[config.mk]
export PLATFORM = sky130hd
export DESIGN_NAME = seven_seg_scan_ctrl
export DESIGN_NICKNAME = d
export VERILOG_FILES = /design/src/rtl/seven_seg_scan_ctrl.sv
export SDC_FILE = /design/constraint.sdc
export NUM_CORES = 1
export LEC_CHECK = 0
export BUFFER_PORTS_ARGS = -buffer_cell sky130_fd_sc_hd__buf_2
export CAP_MARGIN = 10
export CORE_AREA = 2 2 87 89
export CTS_CLUSTER_DIAMETER = 40
export DETAILED_ROUTE_END_ITERATION = 8
export DIE_AREA = 0 0 89 91
export GPL_TIMING_DRIVEN = 0
export PLACE_DENSITY = 0.67
export SLEW_MARGIN = 20
export SYNTH_ARGS = -nofsm -noshare
export SYNTH_HDL_FRONTEND = slang
export SYNTH_SLANG_ARGS = --single-unit
export TNS_END_PERCENT = 50
[constraint.sdc]
create_clock -name clk -period 1.8 [get_ports clk]
set_clock_uncertainty 0.05 [all_clocks]
set_input_delay 0.27 -clock clk [delete_from_list [all_inputs] [get_ports clk]]
set_output_delay 0.27 -clock clk [all_outputs]
set_load 0.1 [all_outputs]
[src/rtl/seven_seg_scan_ctrl.sv]
// seven_seg_scan_ctrl: 8-digit scanned BCD display of sum/candy_sum; SEG_LZ_SUPPRESS_EN blanks leading zeros
module seven_seg_scan_ctrl #(
  parameter int CLK_DIV = 50000
) (
  input  logic       clk,
  input  logic       reset,
  input  logic [7:0] sum,
  input  logic [2:0] candy_sum,
  input  logic       load,
  output logic [7:0] display_column,
  output logic [3:0] data_out,
  output logic       busy
);
  localparam int PW = $clog2(CLK_DIV);
  typedef enum logic [1:0] {IDLE, CONV, COMMIT} state_t;
  state_t state, state_nx;
  logic [PW-1:0] presc;
  logic [2:0] idx, cnt, candy_q, candy_s;
  logic [7:0] bin_q;
  logic [11:0] bcd, bcd_adj;
  logic [3:0] hun_s, ten_s, one_s, hun_d, ten_d;
  logic blank;
  function automatic logic [3:0] adj(input logic [3:0] n);
    return n >= 4'd5 ? n + 4'd3 : n;
  endfunction
  always_ff @(posedge clk or negedge reset)
    if (!reset) begin
      presc <= '0;
      idx <= '0;
    end else begin
      presc <= presc == PW'(CLK_DIV - 1) ? '0 : presc + 1'b1;
      idx <= presc == PW'(CLK_DIV - 1) ? idx + 3'd1 : idx;
    end
  always_ff @(posedge clk or negedge reset)
    if (!reset) state <= IDLE;
    else state <= state_nx;
  always_comb begin
    state_nx = state;
    case (state)
      IDLE:    state_nx = load ? CONV : IDLE;
      CONV:    state_nx = cnt == 3'd7 ? COMMIT : CONV;
      default: state_nx = IDLE;
    endcase
  end
  assign busy = state != IDLE;
  assign bcd_adj = {adj(bcd[11:8]), adj(bcd[7:4]), adj(bcd[3:0])};
  always_ff @(posedge clk or negedge reset)
    if (!reset) begin
      bin_q <= '0;
      candy_q <= '0;
      bcd <= '0;
      cnt <= '0;
      hun_s <= '0;
      ten_s <= '0;
      one_s <= '0;
      candy_s <= '0;
    end else if (state == IDLE && load) begin
      bin_q <= sum;
      candy_q <= candy_sum;
      bcd <= '0;
      cnt <= '0;
    end else if (state == CONV) begin
      {bcd, bin_q} <= {bcd_adj[10:0], bin_q, 1'b0};
      cnt <= cnt + 3'd1;
    end else if (state == COMMIT) begin
      hun_s <= bcd[11:8];
      ten_s <= bcd[7:4];
      one_s <= bcd[3:0];
      candy_s <= candy_q;
    end
`ifdef SEG_LZ_SUPPRESS_EN
  assign hun_d = hun_s == 4'd0 ? 4'hF : hun_s;
  assign ten_d = (hun_s == 4'd0 && ten_s == 4'd0) ? 4'hF : ten_s;
`else
  assign hun_d = hun_s;
  assign ten_d = ten_s;
`endif
  // prescaler==0 is a one-cycle all-off gap between digits to avoid ghosting
  assign blank = presc == '0;
  assign display_column = blank ? 8'hFF : ~(8'd1 << idx);
  always_comb
    data_out = blank       ? 4'hF :
               idx == 3'd0 ? one_s :
               idx == 3'd1 ? ten_d :
               idx == 3'd2 ? hun_d :
               idx == 3'd4 ? {1'b0, candy_s} : 4'hF;
endmodule

==> flow_summary.yaml <==
status:
  status: "complete, but fails checks"
  violations: "setup timing"
route:
  wl_met1_microns: 3273
  drtAntennaViolNets: 0
  met2_length_microns: 3144
  drc_errors: 0
  wl_met3_microns: 173
  drtIter0Drc: 99
  drt-total-wl_microns: 6679
  top_layer_used: "met4"
  viasPerCell: 5.115
  wl_per_cell_microns: 14.46
  drtPass1Iterations: 5
  dr_total_vias: 2363
grt:
  grt_pass1_vias: 2414
  antenna_found_initial: 0
  grt_usage_pct: 18.64
  grt_max_degree: 63
  grt_first_pass_wirelength_microns: 11670
  grt_remaining_overflow: 0
placed_design:
  gp_congestion: 0.7684
  port_buffers: 26
  pre_cts_ws_ps: -557.8
  post_dp_cell_area_sq_um: 3558
  hpwl_microns: 4395
  dp_cells: 429
power:
  p_leak_nw: 1.906
  power_density_nw_per_um2: 1320
  ir_drop_mv: 0.9135
  power_w: 0.005465
setup_path:
  path_max_fanout: 5
  r2r-start: "presc[1]"
  cp_num_cells: 6
  cp_top_family: "simple AND/OR/NAND/NOR gates"
  slowest_stage: "dfrtp_2"
  path_cells: "nor4_4 > buf_4 > nand4_4 > and2_4 > nand2_8 > buf_12"
  crit_type: "flip-flop to output pin"
  r2r-end: "idx[1]"
  ff2ff_path_depth: 7
  rrSetupSlack_ps: -50
  cp.arrival_ps: 1890
  critPathBufInv: 2
  endpoint: "display_column[0]"
  crit_start: "presc[14]"
  crit_required_ps: 1480
  max_stage_delay_ps: 460
  cp-end-kind: "output pin"
  crit_path_start_kind: "flip-flop"
synthesis:
  synth_common_cells: "dfrtp_1, nand2_1, nand3_1, ha_1, inv_1"
  syn-num-nets: 334
  ys_seq_elements: 62
  synth-edff-count: 0
  synth_top_cell_area_share_pct: 49.48
  yosysMostFrequentCell: "dfrtp_1"
  yosysSeqAreaShare_pct: 49.48
  yosysUniqueCellTypes: 43
  ys.flop_type: "dfrtp_1"
  netlist_area_sq_um: 3136
  async_flop_share_pct: 100.0
  yosysTopAreaCell: "dfrtp_1"
  synth.area.top_cells: "dfrtp_1, ha_1, nand2_1, mux2_2, xnor2_1"
  synthCells: 304
  avgSynthCellArea_sq_um: 10.31
  yosysWarnings: 0
clock_network:
  htree_num_levels: 3
  numCtsBuffers: 9
  clkTransAtPathRegs_ps: 70
  clock-root-buffer: "clkbuf_8"
  insertion_delay_ps: 330
  cts_tree: "yes"
  clk_path_buf_depth: 2
  cts_sinks: 62
layout:
  fin_area_sq_um: 4141
  layout.nets: 388
  layout.cells.non_filler: 462
  diodes: 0
  layout-drive-gt1-share_pct: 31.96
  syn2layout_area_growth_pct: 32.08
sta:
  setup_violations: 14
  min_period_ps: 2211
  fmax_ghz: 0.4522
  rsz0062_at_grt: "true"
  slew_headroom_pct: 47.50
  fin_crit_sh_pct: 122.8
  slew_violations: 0
  hold_viol: 0
  tightest_slew_ps: 787.5
  setup_ws_ps: -411.2
floorplan:
  fp.dieArea_sq_um: 8099
  die_w_microns: 89
  pin_count: 27
  start_util_pct: 43.93
  core.rowCount: 31
  die_h_microns: 91
  core-area_sq_um: 7137
hold_path:
  hp-class: "input port to flip-flop"
job:
  cap_violations: 0
==> placed cells by master, fill, tap and decap left out, types with 4 or more instances in the layout <==
cell / n
dfrtp_1: 60
nand2_1: 43
buf_2: 20
nand3_1: 15
buf_4: 15
inv_1: 13
o21ai_0: 13
nor2_1: 12
ha_1: 12
buf_12: 12
xnor2_1: 11
clkbuf_8: 11
mux2_2: 9
xor2_1: 8
a22oi_1: 7
o31ai_1: 6
mux2i_1: 5
nand2b_1: 5
o22ai_1: 4
nand2_2: 4
clkbuf_1: 4
a21oi_1: 4
==> registers in the layout, summed over array words and instances, names as in the netlist, 4 cells and up <==
signal / cells
one_s: 4
bcd: 12
hun_d: 4
presc: 16
bin_q: 8
ten_d: 4
==> per-layer routing <==
metal  track usage, %  vias to the layer above
li1                 -                     1162
met1            27.07                     1156
met2            27.11                       37
met3            3.545                        8
met4            7.836                        0
met5                0                        -
==> where the power goes <==
part / internal (W) / switching (W) / total, W
logic: 0.000849 / 0.00123 / 0.00208
registers: 0.00184 / 0.000317 / 0.00215
clock network: 0.000709 / 0.000520 / 0.00123
==> metrics by stage <==
| step | TNS, ps | hold WS [ps] | utilization, % |
|---|---|---|---|
| 5_1_grt | -5771 | 75.72 | 58.03 |
| 3_5_place_dp | -4582 | 359.7 | 49.86 |
| 6_report | -4148 | 84.19 | 58.03 |
| 2_1_floorplan | -695.1 | -75.59 | - |
| 3_3_place_gp | -4112 | 407.2 | 49.82 |
| 4_1_cts | -4429 | 71.44 | 57.42 |
==> area by class of cell <==
class                           count  area (sq um)
Clock buffer                       12         155.1
Inverter                           16         60.06
Fill cell                         623          2995
Multi-Input combinational cell    214          1690
Timing Repair Buffer               42         439.2
Sequential cell                    62          1554
Buffer                             13         73.82
Clock inverter                      4         45.04
Tap cell                           99         123.9
==> worst min-delay path by stage <==
stage,from,endpoint,depth (start not counted)
after global placement,bin_q[7],bin_q[7],2
after CTS,sum[0],bin_q[0],3
after detailed placement,reset,presc[5],1
after global routing,candy_sum[1],candy_q[1],3
after floorplan,reset,bcd[0],0
final,sum[0],bin_q[0],3
==> cells by family after synthesis <==
family | count (synthesis) | synth area share [%]
and+or+nand+nor | 115 | 19.08
DFF | 62 | 49.48
AOI/OAI and AO/OA | 46 | 9.617
buffers and inverters | 29 | 4.230
xor gates and xnor gates | 19 | 5.307
muxes | 17 | 5.906
adders and majority gates | 16 | 6.385
==> worst min-delay path: cells and delay by family <==
| kind | cells | cell delay [ps] |
|---|---|---|
| buf+inv | 1 | 70 |
| simple gates | 2 | 90 |
==> what timing repair did <==
item,4_1_cts,5_1_grt
hold buffers,1,0
setup buffers,12,3
pin swaps,7,4
resized for setup,58,6
endpoints found under the hold margin,8,0
setup endpoints to repair,12,16
gates cloned,1,0
No activity file was read; power rests on OpenSTA's default activity.
